## src/rtl/mux_pkg.sv

```systemverilog
// Shared constants and helpers for the registered multi-channel output mux.
package mux_pkg;

  // Channel selection policies
  localparam int MODE_SEL  = 0;  // explicit select input
  localparam int MODE_RR   = 1;  // round-robin
  localparam int MODE_PRIO = 2;  // fixed priority, lowest index wins

  // Width of a channel index; never below one bit so N = 1 still has a port
  function automatic int sel_width(input int n);
    return (n <= 1) ? 1 : $clog2(n);
  endfunction

endpackage

```

## src/rtl/rr_arbiter.sv

```systemverilog
// Rotating-priority search: first requester above ptr, wrapping at N.
// With ptr tied to N-1 the search starts at 0, giving fixed priority.
module rr_arbiter #(
  parameter int N  = 4,
  parameter int IW = 2
) (
  input  logic [N-1:0]  req,
  input  logic [IW-1:0] ptr,
  output logic [N-1:0]  grant_oh,
  output logic [IW-1:0] grant_idx
);

  logic found;
  int   idx;

  // Walk the N candidates starting one past ptr and keep the first hit
  always_comb begin
    // NOTE: every variable written here gets a default first so no latch is inferred.
    grant_oh  = '0;
    grant_idx = '0;
    found     = 1'b0;
    idx       = 0;
    for (int k = 1; k <= N; k++) begin
      idx = (int'(ptr) + k) % N;
      if (!found && req[idx]) begin
        found         = 1'b1;
        grant_oh[idx] = 1'b1;
        grant_idx     = IW'(idx);
      end
    end
  end

endmodule

```

## src/rtl/mux_arb_rr.sv

```systemverilog
// N-to-1 arbitrated mux with a single output register stage.
// The register drains and refills in the same cycle, so it sustains one
// word per cycle while out_ready is held high.
module mux_arb_rr
  import mux_pkg::*;
#(
  parameter  int WIDTH = 32,
  parameter  int N     = 4,
  parameter  int MODE  = MODE_SEL,
  localparam int SW    = sel_width(N)
) (
  input  logic               clk,
  input  logic               rst_n,
  input  logic [N-1:0]       in_valid,
  output logic [N-1:0]       in_ready,
  input  logic [N*WIDTH-1:0] in_data,
  input  logic [SW-1:0]      sel,
  output logic               out_valid,
  input  logic               out_ready,
  output logic [WIDTH-1:0]   out_data,
  output logic [SW-1:0]      out_chan
);

  logic [SW-1:0]    ptr;
  logic [SW-1:0]    arb_ptr;
  logic [N-1:0]     arb_oh;
  logic [SW-1:0]    arb_idx;
  logic [N-1:0]     sel_oh;
  logic [N-1:0]     grant_oh;
  logic [SW-1:0]    grant;
  logic [WIDTH-1:0] grant_data;
  logic             can_load;
  logic             xfer;

  // Priority mode reuses the rotating search with the start fixed at channel 0
  assign arb_ptr = (MODE == MODE_RR) ? ptr : SW'(N - 1);

  rr_arbiter #(.N(N), .IW(SW)) u_arb (
    .req       (in_valid),
    .ptr       (arb_ptr),
    .grant_oh  (arb_oh),
    .grant_idx (arb_idx)
  );

  // Decode the explicit select; an out-of-range sel matches no channel
  always_comb begin
    sel_oh = '0;
    for (int i = 0; i < N; i++) begin
      if (int'(sel) == i) sel_oh[i] = in_valid[i];
    end
  end

  // Pick the grant source for this mode (one-hot is empty when nothing is granted)
  always_comb begin
    if (MODE == MODE_SEL) begin
      grant_oh = sel_oh;
      grant    = sel;
    end else begin
      grant_oh = arb_oh;
      grant    = arb_idx;
    end
  end

  // Route the granted channel's word to the register input
  always_comb begin
    grant_data = '0;
    for (int i = 0; i < N; i++) begin
      if (grant_oh[i]) grant_data = in_data[i*WIDTH +: WIDTH];
    end
  end

  // The register may accept when empty or when its word leaves this cycle
  assign can_load = !out_valid || out_ready;
  assign in_ready = (rst_n && can_load) ? grant_oh : '0;
  assign xfer     = |in_ready;

  // Output register and round-robin pointer
  always_ff @(posedge clk or negedge rst_n) begin
    if (!rst_n) begin
      out_valid <= 1'b0;
      out_data  <= '0;
      out_chan  <= '0;
      ptr       <= SW'(N - 1);
    end else if (xfer) begin
      // NOTE: sequential state uses non-blocking assignments so every register samples pre-edge values.
      out_valid <= 1'b1;
      out_data  <= grant_data;
      out_chan  <= grant;
      if (MODE == MODE_RR) ptr <= grant;
    end else if (out_ready) begin
      out_valid <= 1'b0;
    end
  end

endmodule

```

## config.mk

```make
export PLATFORM = sky130hd
export DESIGN_NAME = mux_arb_rr
export DESIGN_NICKNAME = d
export VERILOG_FILES = /design/src/rtl/mux_pkg.sv /design/src/rtl/rr_arbiter.sv /design/src/rtl/mux_arb_rr.sv
export SDC_FILE = /design/constraint.sdc
export NUM_CORES = 1
export LEC_CHECK = 0
export ABC_AREA = 0
export CORE_AREA = 2 2 90 92
export CTS_CLUSTER_DIAMETER = 80
export DETAILED_ROUTE_END_ITERATION = 8
export DIE_AREA = 0 0 92 94
export GPL_TIMING_DRIVEN = 0
export PLACE_DENSITY = 0.86
export SKIP_LAST_GASP = 1
export SYNTH_ARGS = -nofsm -noshare
export SYNTH_HDL_FRONTEND = slang
export SYNTH_HIERARCHICAL = 1
export SYNTH_SLANG_ARGS = --single-unit
```

## constraint.sdc

```tcl
create_clock -name clk -period 1.96 [get_ports clk]
set_input_delay 0.294 -clock clk [delete_from_list [all_inputs] [get_ports clk]]
set_output_delay 0.294 -clock clk [all_outputs]
set_load 0.02 [all_outputs]
```

After elaboration in Yosys (flattened, before gate mapping) --
Cells that the tools add are included.
Storage, ports and cells: flip-flop bits (word level) 35, latch bits 0, RAM bits 0, ROM bits 0, input port bits 137, word-level logic and storage cells 23, memories 0
Operators by class: add/subtract/negate cells 0, $mul 0, div/mod/pow operators 0, $lt $le $gt $ge 0, equal/unequal tests 3, shift-type cells 0, multiplexer cells 11, bitwise gates (word level) 0, reductions and logical operators 6
Operators by type and width (count):
- $mux 32 | 4
- $mux 1 | 6
- $eq 2x2->1 const B | 2
- $mux 4 | 1
- $reduce_or 4->1 | 1
- $eq 2x1->1 const B | 1
- $logic_not 2->1 | 1
- $reduce_bool 2->1 | 1
- $logic_and 1x1->1 | 1
- $logic_not 1->1 | 1
- $logic_or 1x1->1 | 1

Depth between registers and ports, before layout --
depth in word-level cells 6, mapped depth 6, depth with buffers taken out 3

Worst setup path after synthesis --
OpenSTA, ideal clock, no wires.
path type input-to-output, start point input port sel[0], end point output port in_ready[0], arrival 1.550 ns, data required time 1.666 ns, slack 0.116 ns, stages on the path 4, buffers on the path 3, cell sequence buf_2 -> buf_2 -> clkbuf_1 -> nor4b_1
Between the ends: word-level cells in the longest chain between the ends 3
Ends and longest elaborated chain:
- start, declared | line mux_arb_rr.sv:17 | input logic [SW-1:0] sel,
- $logic_not 2->1 | line mux_arb_rr.sv:49 | if (int'(sel) == i) sel_oh[i] = in_valid[i];
- $mux 1 | line mux_arb_rr.sv:49
- $mux 4 | line mux_arb_rr.sv:74 | assign in_ready = (rst_n && can_load) ? grant_oh : '0;
- end, declared | line mux_arb_rr.sv:15 | output logic [N-1:0] in_ready,
No other way between the ends.

Final worst setup path --
start point input port out_ready, end point output port in_ready[0]
Between the ends: word-level cells in the longest chain between the ends 3
Ends and longest elaborated chain:
- start, declared | line mux_arb_rr.sv:19 | input logic out_ready,
- $logic_or 1x1->1 | line mux_arb_rr.sv:73 | assign can_load = !out_valid || out_ready;
- $logic_and 1x1->1 | line mux_arb_rr.sv:74
- $mux 4 | line mux_arb_rr.sv:74
No other way between the ends.

==> impl_metrics.yaml <==
clock_network:
  clk_latency_ns: 0.29
  clockBufferDepth: 2
  cts_sinks: 35
  path_clk_slew_ns: 0.07
  root_buffer: "clkbuf_8"
  post_cts_buffers: 0
  cts_tree: "yes"
  htree_levels: 2
  numCtsBuffers: 5
placed_design:
  dpl.hpwl_um: 8869
  gp_congestion: 0.8788
  postPlaceCellArea_sq_um: 4822
  portBuffers: 171
global_route:
  grt_overflow: 0
  grt_usage_pct: 27.09
  grt_pass1_wl_um: 18360
  grt_max_degree: 25
  grt_pass1_vias: 3636
  antenna_found_initial: 0
logic_synthesis:
  syn_nets: 426
  synth_cells: 289
  async_flop_share_pct: 100.0
  synthFlopType: "dfrtp_1"
  syn-cell-area_sq_um: 2988
  synth.ff_latch_count: 35
  synth_edf_count: 0
  syn_area_per_cell_sq_um: 10.34
  ys_warn_count: 6
  yosysUniqueCellTypes: 21
  ys_seq_area_share_pct: 29.31
power:
  intPower_w: 0.002003
  powerDensity_nw_per_um2: 596.0
  p_clk_share_pct: 19.9
  p_sw_w: 0.0009536
  p_seq_share_pct: 32.9
  p_sw_share_pct: 32.25
  p_leak_nw: 1.963
  ir_drop_uv: 290.6
  combPwrFrac_pct: 47.2
final_layout:
  drive_above_1_share_pct: 12.15
  seq_area_sq_um: 875.8
  final_nets: 605
  final_area_sq_um: 4961
  final_common_cell: "clkdlybuf4s50_1"
  multi_input_area_sq_um: 1911
  fillers: 624
  antenna_cells: 0
  syn_to_final_growth_pct: 66.04
  final_cell_mix: "clkdlybuf4s50_1 (164), nand4_1 (64), nand4b_1 (64)"
worst_setup_path:
  crit_type: "input port to output port"
  worst-path-max-fanout: 4
  cp_slowest_stage_delay_ns: 0.45
  cp_slowest_cell: "clkdlybuf4s50_1"
  arrival_ns: 1.60
  worst-path-buf-inv: 2
  worstSetupEndpointType: "output port"
  crit_chain: "clkdlybuf4s50_1, nand2b_2, nand2_1, nor4b_1, clkdlybuf4s15_2"
  start_kind: "input port"
  critical_path_required_ns: 1.67
  critical_path.top_delay_family: "buffers and inverters"
timing:
  final.setup_skew_ns: 0.009029
  slew_headroom_pct: 58.77
  tns_ns: 0
  period_share_pct: 96.62
  slew_viol_final: 0
  min_period_ns: 1.894
  grt_setup_unrepaired: "no"
  fmax_mhz: 528.0
  tightest_slew_ns: 0.6165
  hold_violations: 0
  setup_viol: 0
route:
  num_vias: 3416
  drtIter0Drc: 223
  drc: 0
  wire_per_inst_um: 20.80
  firstDrtPassIters: 4
  wirelength_um: 11870
  drt.antenna.violating_nets: 0
  viasPerCell: 5.982
run:
  maxCapViolCount: 0
floorplanning:
  start_util_pct: 39.28
  dieArea_sq_um: 8648
  die_w_um: 92
  dieHeight_um: 94
  coreArea_sq_um: 7607
  rows: 32
  io_pins: 176
outcome:
  status: "finished, final reports clean"
min_path:
  hold_path.class: "input port to register"
==> cells by family (layout without fill, tap and decap cells) <==
kind of cell | Yosys count | after routing | share of synthesized area (%)
buffers and inverters | 47 | 227 | 6.826
flip-flops | 35 | 35 | 29.31
AO/OA/AOI/OAI | 1 | 1 | 0.2932
multiplexers | 35 | 35 | 17.04
AND/OR/NAND/NOR | 171 | 171 | 46.52
==> layout make-up <==
cell class,count,share of cell area [%]
Buffer,45,4.111
Timing Repair Buffer,174,35.13
Multi-Input combinational cell,207,38.51
Clock buffer,8,2.018
Tap cell,102,2.573
Sequential cell,35,17.65
==> power groups by stage <==
stage | sequential [W] | clock (W) | combinational [W]
final | 0.000972 | 0.000590 | 0.00140
after global routing | 0.000990 | 0.000629 | 0.00147
after detailed placement | 0.000978 | 0 | 0.00138
after global placement | 0.000975 | 0 | 0.00137
after floorplan | 0.00116 | 0 | 0.000469
after CTS | 0.000970 | 0.000594 | 0.00140
==> synth_stat cells, types with 3 or more instances <==
cell type | instances | share of area (%)
buf_1 | 3 | 0.38
buf_2 | 4 | 0.67
buf_6 | 3 | 1.1
clkbuf_1 | 37 | 4.6
dfrtp_1 | 35 | 29
mux2_2 | 5 | 1.9
mux2_4 | 28 | 14
nand2_1 | 4 | 0.50
nand4_1 | 64 | 13
nand4b_1 | 64 | 19
or4bb_1 | 32 | 12
==> per-layer routing <==
| metal | up-vias | global-route usage (%) | part of all wire, % |
|---|---|---|---|
| met2 | 200 | 48.22 | 51 |
| met1 | 1647 | 32.72 | 39 |
| met3 | 16 | 5.377 | 9.1 |
| met5 | - | 0 | 0 |
| li1 | 1553 | - | - |
| met4 | 0 | 9.080 | 1.5 |
==> path summary, 6_finish.rpt <==
kind / start / end / slack (ns) / depth (start not counted)
min in group asynchronous: rst_n / out_data[21]$_DFFE_PN0P_ / 0.60 / 3
worst max-delay path: out_ready / in_ready[0] / 0.07 / 5
worst min register to register: out_data[17]$_DFFE_PN0P_ / out_data[17]$_DFFE_PN0P_ / 0.50 / 1
worst min-delay path: rst_n / out_chan[1]$_DFFE_PN0P_ / 0.41 / 3
worst max register to register: out_valid$_DFFE_PN0P_ / out_data[2]$_DFFE_PN0P_ / 0.64 / 4
max in group asynchronous: rst_n / out_data[20]$_DFFE_PN0P_ / 0.94 / 2
==> metrics by stage <==
stage               std cells  worst slack (ns)  power (W)  util, %  hold slack, ns
finish                    571           0.06619   0.002957    65.21          0.4054
global route              571           0.03489   0.003085    65.21          0.4447
CTS                       572          -0.03050   0.002960    65.31          0.3924
detailed placement        562           -0.9482   0.002362    63.39          0.4725
global placement          562            -1.604   0.002341    63.45          0.4813
floorplan                 289            0.1164   0.001630        -       -0.001591
==> flip-flops by register name, summed over array words and instances, names as in the netlist <==
| register | cells |
|---|---|
| out_chan | 2 |
| out_data | 32 |
| out_valid | 1 |
==> worst register-to-register path, cell delays in order (launching register included) <==
cell,delay [ns]
dfrtp_1,0.40
nand2b_2,0.14
nand3_4,0.16
buf_6,0.21
mux2_4,0.31
==> repair_timing <==
| action | 4_1_cts | 5_1_grt |
|---|---|---|
| endpoints found under the hold margin | 11 | 0 |
| hold buffers | 3 | 0 |
| gates resized for setup | 17 | 5 |
| gates cloned | 0 | 0 |
| setup endpoints to repair | 32 | 3 |
No activity file was read; power rests on OpenSTA's default activity.
